==> src/rtl/ysyx_22041071_axi_rd_arb.sv <==
// Two-port AXI read arbiter: fetch (IF) and load/store (LS) share one AR/R channel.
// Define YSYX_22041071_AXI_RD_ARB_RR_EN for round-robin arbitration; default is fixed LS priority.
module ysyx_22041071_axi_rd_arb #(
  parameter int ADDR_W = 64,
  parameter int DATA_W = 64,
  parameter int LEN_W  = 8,
  parameter int ID_W   = 4,
  parameter int IF_ID  = 0,
  parameter int LS_ID  = 1
) (
  input  logic              clk,
  input  logic              reset_n,
  input  logic              if_ar_valid,
  input  logic [ADDR_W-1:0] if_addr,
  input  logic [LEN_W-1:0]  if_len,
  input  logic [1:0]        if_size,
  output logic              if_ar_ready,
  output logic              if_r_valid,
  output logic [DATA_W-1:0] if_r_data,
  output logic [1:0]        if_r_resp,
  output logic              if_r_last,
  input  logic              ls_ar_valid,
  input  logic [ADDR_W-1:0] ls_addr,
  input  logic [LEN_W-1:0]  ls_len,
  input  logic [1:0]        ls_size,
  output logic              ls_ar_ready,
  output logic              ls_r_valid,
  output logic [DATA_W-1:0] ls_r_data,
  output logic [1:0]        ls_r_resp,
  output logic              ls_r_last,
  output logic              m_ar_valid,
  output logic [ID_W-1:0]   m_ar_id,
  output logic [ADDR_W-1:0] m_addr,
  output logic [LEN_W-1:0]  m_len,
  output logic [1:0]        m_size,
  input  logic              m_ar_ready,
  input  logic              m_r_valid,
  input  logic [DATA_W-1:0] m_r_data,
  input  logic [1:0]        m_r_resp,
  input  logic              m_r_last,
  input  logic [ID_W-1:0]   m_r_id,
  output logic              err
);

  localparam logic [1:0] S_IDLE = 2'd0;
  localparam logic [1:0] S_ADDR = 2'd1;
  localparam logic [1:0] S_DATA = 2'd2;

  localparam logic [ID_W-1:0] IF_ID_C = ID_W'(IF_ID);
  localparam logic [ID_W-1:0] LS_ID_C = ID_W'(LS_ID);

  logic [1:0]        state_q, state_d;
  logic              grant_q, grant_d;   // 1 = LS port owns the channel
  logic [ADDR_W-1:0] addr_q, addr_d;
  logic [LEN_W-1:0]  len_q, len_d;
  logic [1:0]        size_q, size_d;
  logic [LEN_W-1:0]  cnt_q, cnt_d;
  logic              err_q, err_d;
  logic              win_ls_s;
  logic [ID_W-1:0]   grant_id_s;
  logic              ar_hs_s;
  logic              beat_s;

`ifdef YSYX_22041071_AXI_RD_ARB_RR_EN
  logic              last_q, last_d;     // 1 = LS was served most recently
  // Under contention the port not served last wins.
  always_comb begin
    win_ls_s = ls_ar_valid & (~if_ar_valid | ~last_q);
  end
`else
  // Fixed priority: LS wins whenever it requests.
  always_comb begin
    win_ls_s = ls_ar_valid;
  end
`endif

  assign grant_id_s = grant_q ? LS_ID_C : IF_ID_C;

  // Next-state and datapath latch logic.
  always_comb begin
    state_d = state_q;
    grant_d = grant_q;
    addr_d  = addr_q;
    len_d   = len_q;
    size_d  = size_q;
    cnt_d   = cnt_q;
    err_d   = err_q;
`ifdef YSYX_22041071_AXI_RD_ARB_RR_EN
    last_d  = last_q;
`endif
    case (state_q)
      S_IDLE: begin
        if (if_ar_valid | ls_ar_valid) begin
          grant_d = win_ls_s;
          addr_d  = win_ls_s ? ls_addr : if_addr;
          len_d   = win_ls_s ? ls_len  : if_len;
          size_d  = win_ls_s ? ls_size : if_size;
          cnt_d   = '0;
          state_d = S_ADDR;
`ifdef YSYX_22041071_AXI_RD_ARB_RR_EN
          last_d  = win_ls_s;
`endif
        end else begin
          state_d = S_IDLE;
        end
      end
      S_ADDR: begin
        if (m_ar_ready) begin
          state_d = S_DATA;
        end else begin
          state_d = S_ADDR;
        end
      end
      S_DATA: begin
        if (m_r_valid) begin
          if (m_r_id == grant_id_s) begin
            cnt_d = cnt_q + {{(LEN_W-1){1'b0}}, 1'b1};
            // Last flag must coincide exactly with the final counted beat.
            if ((m_r_last & (cnt_q != len_q)) | (~m_r_last & (cnt_q == len_q))) begin
              err_d = 1'b1;
            end else begin
              err_d = err_q;
            end
            if (m_r_last) begin
              state_d = S_IDLE;
            end else begin
              state_d = S_DATA;
            end
          end else begin
            err_d = 1'b1;
          end
        end else begin
          state_d = S_DATA;
        end
      end
      default: state_d = S_IDLE;
    endcase
  end

  // State registers with synchronous active-low reset.
  always_ff @(posedge clk) begin
    if (!reset_n) begin
      state_q <= S_IDLE;
      grant_q <= 1'b0;
      addr_q  <= '0;
      len_q   <= '0;
      size_q  <= 2'b00;
      cnt_q   <= '0;
      err_q   <= 1'b0;
`ifdef YSYX_22041071_AXI_RD_ARB_RR_EN
      last_q  <= 1'b1;
`endif
    end else begin
      state_q <= state_d;
      grant_q <= grant_d;
      addr_q  <= addr_d;
      len_q   <= len_d;
      size_q  <= size_d;
      cnt_q   <= cnt_d;
      err_q   <= err_d;
`ifdef YSYX_22041071_AXI_RD_ARB_RR_EN
      last_q  <= last_d;
`endif
    end
  end

  // Outputs are gated by reset_n so nothing leaks while reset is asserted.
  assign m_ar_valid = reset_n & (state_q == S_ADDR);
  assign m_ar_id    = m_ar_valid ? grant_id_s : '0;
  assign m_addr     = m_ar_valid ? addr_q : '0;
  assign m_len      = m_ar_valid ? len_q : '0;
  assign m_size     = m_ar_valid ? size_q : 2'b00;

  assign ar_hs_s     = m_ar_valid & m_ar_ready;
  assign if_ar_ready = ar_hs_s & ~grant_q;
  assign ls_ar_ready = ar_hs_s & grant_q;

  assign beat_s     = reset_n & (state_q == S_DATA) & m_r_valid & (m_r_id == grant_id_s);
  assign if_r_valid = beat_s & ~grant_q;
  assign ls_r_valid = beat_s & grant_q;
  assign if_r_data  = if_r_valid ? m_r_data : '0;
  assign ls_r_data  = ls_r_valid ? m_r_data : '0;
  assign if_r_resp  = if_r_valid ? m_r_resp : 2'b00;
  assign ls_r_resp  = ls_r_valid ? m_r_resp : 2'b00;
  assign if_r_last  = if_r_valid & m_r_last;
  assign ls_r_last  = ls_r_valid & m_r_last;

  assign err = err_q;

endmodule

==> config.mk <==
export PLATFORM = sky130hd
export DESIGN_NAME = ysyx_22041071_axi_rd_arb
export DESIGN_NICKNAME = d
export VERILOG_FILES = /design/src/rtl/ysyx_22041071_axi_rd_arb.sv
export SDC_FILE = /design/constraint.sdc
export NUM_CORES = 1
export LEC_CHECK = 0
export ABC_CLOCK_PERIOD_IN_PS = 1400
export BUFFER_PORTS_ARGS = -buffer_cell sky130_fd_sc_hd__buf_2
export CELL_PAD_IN_SITES_DETAIL_PLACEMENT = 0
export CELL_PAD_IN_SITES_GLOBAL_PLACEMENT = 1
export CORE_AREA = 2 2 171 173
export DETAILED_ROUTE_END_ITERATION = 10
export DIE_AREA = 0 0 173 175
export PLACE_DENSITY = 0.77
export SLEW_MARGIN = 20
export SYNTH_ARGS = -nofsm -noshare
export SYNTH_HDL_FRONTEND = slang
export SYNTH_SLANG_ARGS = --single-unit
==> constraint.sdc <==
create_clock -name clk -period 1.4 [get_ports clk]
set_clock_uncertainty 0.05 [all_clocks]
set_input_delay 0 -clock clk [delete_from_list [all_inputs] [get_ports clk]]
set_output_delay 0 -clock clk [all_outputs]
set_load 0.005 [all_outputs]
======== After elaboration in Yosys (flattened, before gate mapping) ========
Index checks and enable logic that the tools add are counted.
cells by class
  multiplexer cells ....................... 24
  reductions and logical operators ........ 5
  add/subtract/negate cells ............... 1
  bitwise gates (word level) .............. 17
  eq/ne operators ......................... 10
operators with widths
  kind                                                   number
  two-way mux 64 bit                                     4
  two-way mux 8 bit                                      5
  two-way mux 2 bit                                      8
  one-hot mux 8 bit (2 select lines)                     1
  AND 1 bit                                              13
  adder 8 x 1 -> 8 bit, second input constant            1
  == test 8 bit                                          1
  inequality test 8 bit                                  1
  inequality test 2 bit, second input constant           3
  one-hot mux 2 bit (3 select lines)                     1
  two-way mux 1 bit                                      5
  == test 4 x 1 -> 1 bit                                 1
  AND reduction 4 bit                                    1
  inequality test 3 bit, second input constant           1
  AND reduction 3 bit                                    1
  == test 2 x 1 -> 1 bit, second input constant          1
  == test 2 bit, second input constant                   1
  logical NOT 2 bit                                      1
  inequality test 2 x 1 -> 1 bit, second input constant  1
  inverter 1 bit                                         2
  bitwise OR 1 bit                                       2
  AND reduction 2 bit                                    1
  nonzero test 2 bit                                     1
word-level totals
  register bits ........................... 86
  bits of input ports ..................... 225

======== Longest topological paths before layout ========
  word-level depth ........................ 6
  gate-level depth with buffers ........... 7

======== Worst setup path after synthesis ========
Ideal clock, no wire load.
  kind .................................... reg-to-reg
  start ................................... register state_q[1]
  end ..................................... register addr_q[25]
  setup slack ............................. -0.158 ns
  data arrival time ....................... 1.392 ns
  buffers on the path ..................... 3
  library setup time ...................... 0.116 ns
  cell stages (with the launch flop) ...... 7
  required time ........................... 1.234 ns
  cells stage by stage .................... dfxtp_1 -> buf_2 -> nor3_1 -> clkbuf_1 -> buf_2 -> nand2_1 -> o211a_1
on the way
  longest elaborated chain between the ends .. 2
RTL lines
  item                           RTL line  RTL
  start: declaration             52        logic [1:0] state_q, state_d;
  start signal: assignment       154       state_q <= state_d;
  logical NOT 2 bit              91        case (state_q)
  AND reduction 2 bit (no line)  --
  end signal: assignment         156       addr_q <= addr_d;
  end: declaration               54        logic [ADDR_W-1:0] addr_q, addr_d;
No other way between the ends.
A chain may end at the register's enable or synchronous reset.

======== Final worst setup path ========
  start ................................... register grant_q
  end ..................................... output if_r_data[21]
on the way
  longest elaborated chain between the ends .. 5
  elaborated cells on any way between the ends .. 6
  those cells by class .................... eq/ne (1); mux (2); bitwise (3)
RTL lines
  item                      RTL line  RTL
  start: declaration        53        logic grant_q, grant_d;
  start signal: assignment  155       grant_q <= grant_d;
  two-way mux 1 bit         77        assign grant_id_s = grant_q ? LS_ID_C : IF_ID_C;
  == test 4 x 1 -> 1 bit    178       assign beat_s = reset_n & (state_q == S_DATA) & m_r_valid & (m_r_id == grant_id_s);
  AND 1 bit                 178
  AND 1 bit *               179       assign if_r_valid = beat_s & ~grant_q;
  two-way mux 64 bit *      181       assign if_r_data = if_r_valid ? m_r_data : '0;
  end: declaration          19        output logic [DATA_W-1:0] if_r_data,
Every way passes the cells marked *; elsewhere a longest branch is shown, timed or not.

==> flow_summary.json <==
{
  "ys_warn_count": 0,
  "wl_um": 31700,
  "synth_area_um2": 5670,
  "vdd_drop_max_mv": 0.551,
  "crit_buf_inv": 4,
  "place.gp.congestion": 0.905,
  "clock-sinks": 86,
  "p_per_area_nw_per_um2": 715,
  "reg2reg_from": "state_q[1]$_SDFFE_PN0P_",
  "setup_tns_ns": -103.02,
  "yosys.area.top_type": "dfxtp_1",
  "numCtsBuffers": 9,
  "synth-edff-count": 0,
  "synth_most_common_cell": "and2_1",
  "fp.coreArea_um2": 28400,
  "status": "complete, but fails checks",
  "grt_pass1_wl_um": 42300,
  "syn_inst": 658,
  "ff2ff_setup_slack_ns": -0.25,
  "cp_slowest_cell": "dfxtp_4",
  "path_delay_family": "buffers and inverters",
  "nNetsFinal": 1516,
  "post_drt_wl_per_cell_um": 18.8,
  "path_class": "register to output port",
  "met2_length_um": 17400,
  "synth_cell_types": 43,
  "post-dp-hpwl_um": 19500,
  "grt_usage_pct": 18.2,
  "cts_max_level": 3,
  "synthTopCellsByCount": "209 x and2_1, 86 x dfxtp_1, 83 x nand2_1",
  "synth-seq-cells": 86,
  "cts_buffer_depth": 2,
  "wl_met3_um": 1840,
  "grt_pass1_vias": 7411,
  "cp_max_fo": 13,
  "vias": 7421,
  "crit_path_frequent_cell": "buf_12",
  "rsz0062_at_grt": "true",
  "startpoint": "grant_q$_SDFFE_PN0N_",
  "ios": 443,
  "slowest_delay_ns": 0.36,
  "dieArea_um2": 30300,
  "fin_crit_ns": 1.98,
  "viasPerCell": 4.41,
  "hold_path.class": "input pin to register",
  "die_x_um": 173,
  "rows": 62,
  "tritoncts": "yes",
  "path_cells": "xnor2_4 -> nand3_4 -> nor3b_4 -> buf_6 -> buf_12 -> buf_12 -> and2_1 -> buf_2",
  "io_buffers": 439,
  "overflow": 0,
  "seq_area_frac_synth_pct": 30.4,
  "grt_max_degree": 78,
  "drive_gt1_share_pct": 59.2,
  "hold_depth": 4,
  "violations": "setup timing",
  "drt-initial-drc-count": 252,
  "top_layer_used": "met4",
  "p_leak_nw": 6.90,
  "setup_slack_ns": -0.580,
  "r2r_end": "cnt_q[6]$_SDFFE_PN0P_",
  "r2r_cells": 4,
  "worstMarginPinSlew_ns": 0.850,
  "synthArstFlopShare_pct": 0,
  "arrival_ns": 1.93,
  "max_clock_freq_ghz": 0.505,
  "hold_viol": 0,
  "cts-root-buf": "clkbuf_16",
  "fin_crit_sh_pct": 141,
  "place_ws_ns": -0.276,
  "drv_slew": 0,
  "antenna_found_initial": 7,
  "die-height_um": 175,
  "drc": 0,
  "start_kind": "register",
  "path_clk_slew_ns": 0.07,
  "finalSetupViolations": 296,
  "hp-start": "ls_addr[4]",
  "maxCapViolCount": 0,
  "initial_core_util_pct": 20.0,
  "clk_latency_ns": 0.34,
  "slew_headroom_pct": 42.9,
  "synthTopCellsByArea": "dfxtp_1 30%, and2_1 23%, mux2i_1 13%",
  "syn_area_per_cell_um2": 8.61,
  "syn_to_final_growth_pct": 121,
  "synthDominantCellAreaShare_pct": 30.4,
  "hold_path_end": "addr_q[4]$_SDFFE_PN0N_",
  "firstDrtPassIters": 4,
  "postRouteAntennaNets": 0,
  "critical_path.endpoint_type": "output port",
  "synth_flop_cell": "dfxtp_1",
  "critPathRequiredTime_ns": 1.35,
  "wl_met1_um": 11300
}
where the power goes:
part	leakage, nW	switching [mW]	total, mW	internal [mW]
logic	6.03	1.41	3.35	1.94
registers	0.716	0.182	2.95	2.77
clock network	0.151	1.05	2.66	1.61
total	6.90	2.65	8.96	6.31
layout by cell type, fill, tap and decap left out, types with 7 or more instances in the layout:
| cell type | count |
|---|---|
| buf_2 | 352 |
| o211a_1 | 74 |
| and2_4 | 114 |
| nand2_4 | 14 |
| nand2_1 | 13 |
| buf_8 | 18 |
| dfxtp_1 | 78 |
| nand3_1 | 7 |
| buf_6 | 101 |
| buf_4 | 32 |
| mux2i_1 | 75 |
| clkbuf_16 | 24 |
| and2_1 | 95 |
| xor2_1 | 8 |
| dfxtp_2 | 7 |
| buf_12 | 22 |
| nand2_2 | 56 |
| dlygate4sd3_1 | 139 |
routing by layer:
layer  up-vias  GRT usage, %
met5         -             0
met4         0          7.31
li1       3507             -
met3        56          3.37
met2       370          36.2
met1      3488          18.5
tightest hold or removal path, delay by kind of cell:
kind | cells | cell delay (ns)
buffers and inverters | 1 | 0.08
muxes | 1 | 0.08
and+or+nand+nor | 1 | 0.07
AOI/OAI and AO/OA | 1 | 0.13
state kept, by name, summed over array words and instances, names as in the netlist:
signal and count:
grant_q 1, size_q 2, addr_q 64, cnt_q 8
len_q 8, state_q 2, err 1
how the worst max path moves through the flow:
stage	to	slack, ns	cells after the start
final	if_r_data[21]	-0.58	8
after global routing	if_r_data[21]	-0.66	8
after detailed placement	cnt_q[6]$_SDFFE_PN0P_	-0.28	4
after floorplan	cnt_q[5]$_SDFFE_PN0P_	-0.09	6
after global placement	cnt_q[6]$_SDFFE_PN0P_	-0.22	4
after CTS	if_r_data[20]	-0.55	8
per-stage QoR:
step                      cells  instance area [um2]  utilization [%]  total power, mW  hold slack (ns)
final                      1683                12500             44.1             8.96        0.0000913
after global routing       1682                12500             44.1             9.40           0.0312
after global placement     1480                 8740             30.8             4.91            0.234
after floorplan             660                 5800                -             3.94           0.0465
after CTS                  1650                10900             38.3             8.14          0.00203
after detailed placement   1480                 8740             30.8             4.96            0.230
what timing repair did:
item,CTS,global route
gates resized for setup,25,303
hold buffers,139,0
cloned,8,18
buffers inserted,8,17
pin swaps,4,41
hold endpoints to repair,74,0
setup endpoints to repair,297,298
cell families (layout without fill, tap and decap cells):
group,after synthesis,in the layout,share of synthesized area (%)
simple gates,323,323,32.3
fa+ha+maj,1,1,0.221
mux,75,75,13.3
flops,86,86,30.4
xor+xnor,9,9,1.52
buf+inv,66,700,5.87
compound gates,97,97,16.4
other cells,1,8,0.0662
final cells by class:
cell class / instances / area [um2]
Antenna cell: 5 / 12.5
Multi-Input combinational cell: 508 / 4240
Timing Repair Buffer: 683 / 5730
Fill cell: 2638 / 15900
Clock buffer: 10 / 239
Clock inverter: 5 / 83.8
Sequential cell: 86 / 1730
Inverter: 2 / 7.51
Tap cell: 384 / 480
(Power assumes the default switching activity.)
